$ cat src/rtl/alu_pkg.sv
// Shared opcode encodings, flag bit positions and the iterative-unit FSM state type
// for the multi-cycle ALU.
package alu_pkg;

    localparam logic [5:0] OP_ADD = 6'b000111;
    localparam logic [5:0] OP_SUB = 6'b001000;
    localparam logic [5:0] OP_AND = 6'b001001;
    localparam logic [5:0] OP_OR  = 6'b001010;
    localparam logic [5:0] OP_XOR = 6'b001011;
    localparam logic [5:0] OP_LSL = 6'b001100;
    localparam logic [5:0] OP_LSR = 6'b001101;
    localparam logic [5:0] OP_MUL = 6'b001110;
    localparam logic [5:0] OP_DIV = 6'b001111;

    localparam int FLAG_V = 0;
    localparam int FLAG_C = 1;
    localparam int FLAG_N = 2;
    localparam int FLAG_Z = 3;

    typedef enum logic {
        ST_IDLE = 1'b0,
        ST_RUN  = 1'b1
    } state_t;

endpackage

$ cat src/rtl/alu_muldiv_iter.sv
// One-bit-per-cycle signed multiply (shift-add) and divide (restoring) engine.
// Works on operand magnitudes and applies the result sign on the final step.
module alu_muldiv_iter
    import alu_pkg::*;
#(
    parameter int WIDTH = 16
) (
    input  logic             clk,
    input  logic             rst,
    input  logic             en,
    input  logic             start,
    input  logic             is_div,
    input  logic [WIDTH-1:0] a,
    input  logic [WIDTH-1:0] b,
    output logic             busy,
    output logic             last,
    output logic [WIDTH-1:0] result,
    output logic             ovf
);

    localparam int CW = $clog2(WIDTH) + 1;
    localparam logic [CW-1:0] LAST_COUNT = CW'(WIDTH - 1);
    localparam logic [WIDTH-1:0] MIN_VAL = {1'b1, {(WIDTH-1){1'b0}}};

    state_t state, state_next;
    logic [CW-1:0]      count;
    logic               op_div, neg, div_ovf;
    logic [WIDTH-1:0]   a_mag, b_mag;
    logic [2*WIDTH-1:0] acc, mcand, acc_step, mcand_step, product;
    logic [WIDTH-1:0]   mplier, mplier_step;
    logic [WIDTH-1:0]   rem, quo, dvsr, rem_step, quo_step, quotient;
    logic [WIDTH:0]     shifted, trial;

    always_comb begin
        state_next = state;
        last       = 1'b0;
        case (state)
            ST_IDLE: if (start) state_next = ST_RUN;
            ST_RUN: begin
                if (count == LAST_COUNT) begin
                    state_next = ST_IDLE;
                    last       = 1'b1;
                end
            end
            default: state_next = ST_IDLE;
        endcase
    end

    // Result on the last step is taken from the step outputs so it lands with DONE.
    always_comb begin
        a_mag       = a[WIDTH-1] ? -a : a;
        b_mag       = b[WIDTH-1] ? -b : b;
        acc_step    = mplier[0] ? acc + mcand : acc;
        mcand_step  = mcand << 1;
        mplier_step = mplier >> 1;
        shifted     = {rem, quo[WIDTH-1]};
        trial       = shifted - {1'b0, dvsr};
        if (trial[WIDTH]) begin
            rem_step = shifted[WIDTH-1:0];
            quo_step = {quo[WIDTH-2:0], 1'b0};
        end else begin
            rem_step = trial[WIDTH-1:0];
            quo_step = {quo[WIDTH-2:0], 1'b1};
        end
        product  = neg ? -acc_step : acc_step;
        quotient = neg ? -quo_step : quo_step;
        result   = op_div ? quotient : product[WIDTH-1:0];
        ovf      = op_div ? div_ovf
                          : ~((&product[2*WIDTH-1:WIDTH-1]) | ~(|product[2*WIDTH-1:WIDTH-1]));
    end

    assign busy = (state == ST_RUN);

    always_ff @(posedge clk) begin
        if (rst) begin
            state   <= ST_IDLE;
            count   <= '0;
            op_div  <= 1'b0;
            neg     <= 1'b0;
            div_ovf <= 1'b0;
            acc     <= '0;
            mcand   <= '0;
            mplier  <= '0;
            rem     <= '0;
            quo     <= '0;
            dvsr    <= '0;
        end else if (en) begin
            state <= state_next;
            if (state == ST_IDLE && start) begin
                count   <= '0;
                op_div  <= is_div;
                neg     <= a[WIDTH-1] ^ b[WIDTH-1];
                div_ovf <= (a == MIN_VAL) && (b == '1);
                acc     <= '0;
                mcand   <= {{WIDTH{1'b0}}, a_mag};
                mplier  <= b_mag;
                rem     <= '0;
                quo     <= a_mag;
                dvsr    <= b_mag;
            end else if (state == ST_RUN) begin
                count  <= last ? '0 : count + 1'b1;
                acc    <= acc_step;
                mcand  <= mcand_step;
                mplier <= mplier_step;
                rem    <= rem_step;
                quo    <= quo_step;
            end
        end
    end

endmodule

$ cat src/rtl/alu_multicycle.sv
// Multi-cycle ALU: operands are captured on accept, single-cycle ops resolve on the
// next edge, MUL/DIV are handed to the iterative engine.
module alu_multicycle
    import alu_pkg::*;
#(
    parameter int WIDTH = 16
) (
    input  logic             CLK,
    input  logic             RST,
    input  logic             EN,
    input  logic             START,
    input  logic [5:0]       OPCODE,
    input  logic [WIDTH-1:0] ACC,
    input  logic [WIDTH-1:0] X,
    input  logic [WIDTH-1:0] Y,
    input  logic [WIDTH-1:0] IMMEDIATE,
    input  logic             REGISTER_ADDRESS,
    input  logic             USE_IMM,
    output logic             BUSY,
    output logic             DONE,
    output logic [WIDTH-1:0] res,
    output logic [3:0]       flags
);

    localparam int SHW = $clog2(WIDTH);

    logic [WIDTH-1:0] sel_reg, op_a, op_b;
    logic             cap_valid;
    logic [5:0]       cap_op;
    logic [WIDTH-1:0] cap_a, cap_b;
    logic             accept, pending_multi;
    logic             iter_busy, iter_last, iter_ovf;
    logic [WIDTH-1:0] iter_result;
    logic [WIDTH:0]   sum, diff, shl, shr;
    logic [SHW-1:0]   amt;
    logic [WIDTH-1:0] value, res_next;
    logic [3:0]       flags_next;
    logic             carry, ovf, update, done_next, done_q;

    // A captured MUL/DIV blocks new requests until the engine has picked it up.
    always_comb begin
        sel_reg       = REGISTER_ADDRESS ? Y : X;
        op_a          = USE_IMM ? sel_reg : ACC;
        op_b          = USE_IMM ? IMMEDIATE : sel_reg;
        pending_multi = cap_valid && (cap_op == OP_MUL || (cap_op == OP_DIV && cap_b != '0));
        accept        = START && !iter_busy && !pending_multi;
    end

    alu_muldiv_iter #(.WIDTH(WIDTH)) u_iter (
        .clk    (CLK),
        .rst    (RST),
        .en     (EN),
        .start  (pending_multi),
        .is_div (cap_op == OP_DIV),
        .a      (cap_a),
        .b      (cap_b),
        .busy   (iter_busy),
        .last   (iter_last),
        .result (iter_result),
        .ovf    (iter_ovf)
    );

    always_comb begin
        amt        = cap_b[SHW-1:0];
        sum        = {1'b0, cap_a} + {1'b0, cap_b};
        diff       = {1'b0, cap_a} - {1'b0, cap_b};
        shl        = {1'b0, cap_a} << amt;
        shr        = {cap_a, 1'b0} >> amt;
        value      = res;
        carry      = 1'b0;
        ovf        = 1'b0;
        update     = 1'b0;
        done_next  = 1'b0;
        res_next   = res;
        flags_next = flags;
        if (iter_last) begin
            value     = iter_result;
            ovf       = iter_ovf;
            update    = 1'b1;
            done_next = 1'b1;
        end else if (cap_valid) begin
            update    = 1'b1;
            done_next = 1'b1;
            case (cap_op)
                OP_ADD: begin
                    value = sum[WIDTH-1:0];
                    carry = sum[WIDTH];
                    ovf   = (cap_a[WIDTH-1] == cap_b[WIDTH-1]) && (sum[WIDTH-1] != cap_a[WIDTH-1]);
                end
                OP_SUB: begin
                    value = diff[WIDTH-1:0];
                    carry = diff[WIDTH];
                    ovf   = (cap_a[WIDTH-1] != cap_b[WIDTH-1]) && (diff[WIDTH-1] != cap_a[WIDTH-1]);
                end
                OP_AND: value = cap_a & cap_b;
                OP_OR:  value = cap_a | cap_b;
                OP_XOR: value = cap_a ^ cap_b;
                OP_LSL: begin
                    value = shl[WIDTH-1:0];
                    carry = shl[WIDTH];
                end
                OP_LSR: begin
                    value = shr[WIDTH:1];
                    carry = shr[0];
                end
                OP_MUL: begin
                    update    = 1'b0;
                    done_next = 1'b0;
                end
                OP_DIV: begin
                    if (cap_b == '0) begin
                        value = '1;
                        ovf   = 1'b1;
                    end else begin
                        update    = 1'b0;
                        done_next = 1'b0;
                    end
                end
                default: update = 1'b0;
            endcase
        end
        // Undefined opcodes complete with DONE but leave res alone and clear flags.
        if (update) begin
            res_next           = value;
            flags_next[FLAG_V] = ovf;
            flags_next[FLAG_C] = carry;
            flags_next[FLAG_N] = value[WIDTH-1];
            flags_next[FLAG_Z] = (value == '0);
        end else if (done_next) begin
            flags_next = '0;
        end
    end

    always_ff @(posedge CLK) begin
        if (RST) begin
            cap_valid <= 1'b0;
            cap_op    <= '0;
            cap_a     <= '0;
            cap_b     <= '0;
            res       <= '0;
            flags     <= '0;
            done_q    <= 1'b0;
        end else if (EN) begin
            cap_valid <= accept;
            if (accept) begin
                cap_op <= OPCODE;
                cap_a  <= op_a;
                cap_b  <= op_b;
            end
            res    <= res_next;
            flags  <= flags_next;
            done_q <= done_next;
        end
    end

    assign BUSY = iter_busy;
    assign DONE = done_q;

endmodule

$ cat config.mk
export PLATFORM = sky130hd
export DESIGN_NAME = alu_multicycle
export DESIGN_NICKNAME = d
export VERILOG_FILES = /design/src/rtl/alu_pkg.sv /design/src/rtl/alu_muldiv_iter.sv /design/src/rtl/alu_multicycle.sv
export SDC_FILE = /design/constraint.sdc
export NUM_CORES = 1
export LEC_CHECK = 0
export ABC_AREA = 1
export BUFFER_PORTS_ARGS = -buffer_cell sky130_fd_sc_hd__buf_2
export CAP_MARGIN = 20
export CORE_UTILIZATION = 50
export DETAILED_ROUTE_END_ITERATION = 12
export GPL_TIMING_DRIVEN = 0
export MAX_ROUTING_LAYER = met4
export PLACE_DENSITY = 0.79
export SYNTH_ARGS = -nofsm -noshare
export SYNTH_HDL_FRONTEND = slang
export SYNTH_SLANG_ARGS = --single-unit
$ cat constraint.sdc
create_clock -name CLK -period 5.1 [get_ports CLK]
set_clock_uncertainty 0.2 [all_clocks]
set_input_delay 0 -clock CLK [delete_from_list [all_inputs] [get_ports CLK]]
set_output_delay 0 -clock CLK [all_outputs]
set_load 0.02 [all_outputs]
==> results.yml <==
outcome:
  outcome: "finished clean"
global_routing:
  grt_max_degree: 22
  first_global_vias: 20800
  grt_util_all_layers: 0.451
  grt_overflow_total: 0
  number_of_antenna_violations_at_the_first_check_in_global_routing: 0
  grt_pass1_wl_um: 122000
synth:
  synth_area_per_cell_sq_um: 5.93
  seq_area_frac_synth: 0.218
  ranking_of_synthesized_cells_by_instance_count: "sky130_fd_sc_hd__nand2_1 (898), sky130_fd_sc_hd__inv_1 (331), sky130_fd_sc_hd__a21oi_1 (281)"
  synth.top_cell.area_share: 0.218
  synth_most_common_cell: "sky130_fd_sc_hd__nand2_1"
  yosys-top-cells-area: "sky130_fd_sc_hd__dfxtp_1 (22%), sky130_fd_sc_hd__nand2_1 (19%), sky130_fd_sc_hd__a21oi_1 (7.8%), sky130_fd_sc_hd__ha_1 (7.1%), sky130_fd_sc_hd__inv_1 (6.9%)"
  yosysWarnings: 0
  synth_edf_count: 0
  synthesis.nets: 3233
  netlist_instances: 3051
  synth_ff_type: "sky130_fd_sc_hd__dfxtp_1"
  synth.distinct_cells: 59
  yosys.area.top_type: "sky130_fd_sc_hd__dfxtp_1"
  synth_seq_cells: 197
  syn_area_sq_mm: 0.0181
  ffs_w_async_s_r_synth: 0
worst_setup_path:
  capturing_element_type_of_the_critical_path: "register"
  startpoint_type: "register"
  crit_path_max_incr_delay_ns: 0.57
  path_class: "reg -> reg"
  cp_cell_sequence: "buf_2, inv_1, buf_2, ha_1, nand3_1, nor2_1, nand2_1, nor2_2, nand4_1, a211o_1, a21oi_1, nand3_1, inv_1, clkbuf_1, o21ai_0, a31oi_1, dlygate4sd3_1"
  crit_path_slowest_cell: "sky130_fd_sc_hd__dlygate4sd3_1"
  worst_path_max_fanout: 12
  worst_ep_required_time_ns: 5.31
  cp.arrival_ns: 5.07
floorplanning:
  ios: 98
  core_region_area_sq_mm: 0.0356
  initial_utilization: 0.508
  die_area_sq_mm: 0.0369
  die_h_um: 192
  rows: 69
  die_width_um: 192
placed_design:
  placed_cells: 3608
  total_half_perimeter_wirelength_after_legalization_and_detailed_placement_um: 62800
  portBuffers: 96
  gp_routability_congestion: 1.06
  placement_stage_cell_area_sq_mm: 0.0191
drt:
  detailedRoute.firstPassIterationCount: 7
  route.detailed.vias_per_inst: 6.00
  drcViolationCount: 0
  route.final.wire_length_um: 81500
  routedWlPerCell_um: 21.9
  dr_total_vias: 22300
  initialDrtViolationCount: 2508
  route.antenna.remaining_nets: 0
cts:
  clk_pin_slew_worst_paths_ns: 0.08
  cts_max_path_buffers: 2
  cts_max_level: 4
  clock_latency_ns: 0.47
  root_buffer: "sky130_fd_sc_hd__clkbuf_16"
  tritoncts: "yes"
  cts_buffers: 17
  clock_sink_count: 197
finish:
  area.growth.synth_to_final_pct: 14.0
  finish.cell_count_without_fillers: 3722
  drive_gt1_frac: 0.102
  n_fill_cell: 3496
  final_design_area_excluding_fillers_sq_mm: 0.0206
  num-nets-final: 3429
power_and_ir_drop:
  power_leakage_uw: 0.00963
  combinational_power_share: 0.195
  internal_power_uw: 2520
  vdd_ir_drop_max_uv: 231
  clkPwrFrac: 0.382
  power.density_cell_area_mw_per_mm2: 186
  netSwitchingPower_uw: 1320
  switching_share: 0.343
  p_seq_frac: 0.422
sta:
  fin_crit_ns: 4.85
  max_freq_mhz: 206
  timing.final.max_slew_violations: 0
  timing.final.hold_violations: 0
  tightestPinTransition_ns: 1.02
  slew-limit-headroom: 0.321
  report.final.setup_viol: 0
  timing.final.crit_share: 0.952
worst_hold_path:
  worst_min_delay_path_class: "in -> reg"
job:
  timing.max_cap.violations: 0
## final cells by class
type                            instances  area, sq um  area share
Antenna cell                            1         2.50    0.000121
Clock buffer                           17          425      0.0206
Timing Repair Buffer                  178         1300      0.0630
Buffer                                132          576      0.0279
Clock inverter                         15          203     0.00983
Sequential cell                       197         3950       0.191
Tap cell                              461          577      0.0280
Inverter                              354         1330      0.0644
Multi-Input combinational cell       2367        12300       0.595
## cells by family (layout without fill, tap and decap cells)
kind of cell	Yosys count	count (layout)	share of synthesized area
AND/OR/NAND/NOR	1509	1509	0.360
buffers and inverters	487	696	0.105
XOR/XNOR	38	38	0.0184
other	0	1	0
AO/OA/AOI/OAI	700	700	0.215
flip-flops	197	197	0.218
multiplexers	14	14	0.00816
adder cells (fa/ha/maj)	106	106	0.0750
## sequential cells by signal (all words and copies together), names as in the netlist, 4 cells and up
signal,cells
u_iter.acc,32
res,16
cap_b,16
u_iter.quo,16
u_iter.mplier,16
cap_op,6
u_iter.dvsr,16
u_iter.count,5
cap_a,16
u_iter.rem,16
flags,4
u_iter.mcand,32
## power by group through the flow
stage,combinational (uW),clock [uW],sequential [uW]
floorplan,422,0,1630
CTS,707,1460,1620
global route,803,1520,1620
detailed placement,649,0,1650
global placement,648,0,1650
finish,750,1470,1620
## placed cells by master (no fill, tap or decap), types with 5 or more instances in the layout
cell,synthesis,final
sky130_fd_sc_hd__xor2_1,34,34
sky130_fd_sc_hd__o22ai_1,15,15
sky130_fd_sc_hd__ha_1,102,102
sky130_fd_sc_hd__nand2_1,898,896
sky130_fd_sc_hd__dfxtp_1,197,196
sky130_fd_sc_hd__nor2_2,31,32
sky130_fd_sc_hd__o21ai_1,16,16
sky130_fd_sc_hd__nor2_1,188,187
sky130_fd_sc_hd__clkbuf_1,81,80
sky130_fd_sc_hd__dlygate4sd3_1,0,81
sky130_fd_sc_hd__nand2_2,35,36
sky130_fd_sc_hd__mux2_2,6,6
sky130_fd_sc_hd__a211oi_1,22,22
sky130_fd_sc_hd__buf_2,41,136
sky130_fd_sc_hd__nand3_1,209,209
sky130_fd_sc_hd__nor3_1,40,40
sky130_fd_sc_hd__mux2i_1,8,8
sky130_fd_sc_hd__inv_2,16,16
sky130_fd_sc_hd__a31oi_1,45,44
sky130_fd_sc_hd__or2_2,36,36
sky130_fd_sc_hd__o21ai_0,236,235
sky130_fd_sc_hd__nor4_1,8,8
sky130_fd_sc_hd__clkinv_8,0,5
sky130_fd_sc_hd__o21bai_1,7,7
sky130_fd_sc_hd__clkinv_1,7,7
sky130_fd_sc_hd__inv_1,331,331
sky130_fd_sc_hd__clkbuf_16,0,17
sky130_fd_sc_hd__o2111ai_1,7,7
sky130_fd_sc_hd__nand4_1,32,32
sky130_fd_sc_hd__nand3_2,12,12
sky130_fd_sc_hd__buf_1,7,6
sky130_fd_sc_hd__o211ai_1,28,28
sky130_fd_sc_hd__a21oi_1,281,281
sky130_fd_sc_hd__o21a_1,18,18
## metal layers
metal / vias to the layer above / wire (um) / track usage / part of all wire
li1: 10500 / - / - / -
met1: 10200 / 31100 / 0.514 / 0.38
met2: 1276 / 37200 / 0.725 / 0.46
met3: 345 / 6420 / 0.0616 / 0.079
met4: 0 / 6860 / 0.326 / 0.084
met5: - / 0 / - / 0
## worst paths after layout
path / start / to / slack (ns) / cells past startpoint
max: cap_b[0] / cap_a[0] / 0.25 / 17
min: RST / u_iter.count[2] / 0.12 / 3
max reg2reg: cap_b[0] / cap_a[0] / 0.25 / 17
min reg2reg: u_iter.count[4] / u_iter.count[4] / 0.27 / 2
## stage by stage
stage / setup TNS [ns] / hold slack, ns / util / power, uW / setup slack [ns]
after CTS: 0 / 0.0789 / 0.579 / 3780 / 0.0133
after global routing: -0.0371 / 0.0878 / 0.580 / 3950 / -0.0371
after global placement: -0.823 / 0.0692 / 0.538 / 2300 / -0.494
after floorplan: 0 / -0.0567 / - / 2050 / 1.18
after detailed placement: -0.823 / 0.0749 / 0.538 / 2300 / -0.481
final: 0 / 0.115 / 0.580 / 3840 / 0.245
## worst max-delay path, delay by kind of cell, from the launching register on
kind            cells  cell delay [ns]
compound gates      4             1.02
fa+ha+maj           1             0.25
buf+inv             6             1.93
flops               1             0.41
simple gates        6             0.98
## what timing repair did
action | in CTS | in global routing
endpoints found under the hold margin | 48 | 0
resized for setup | 3 | 11
cloned | 0 | 0
endpoints found under the setup margin | 4 | 18
hold buffers | 81 | 0
buffers inserted | 0 | 1
pin swaps | 0 | 1
Note: power is estimated with default switching activity, not from simulation.
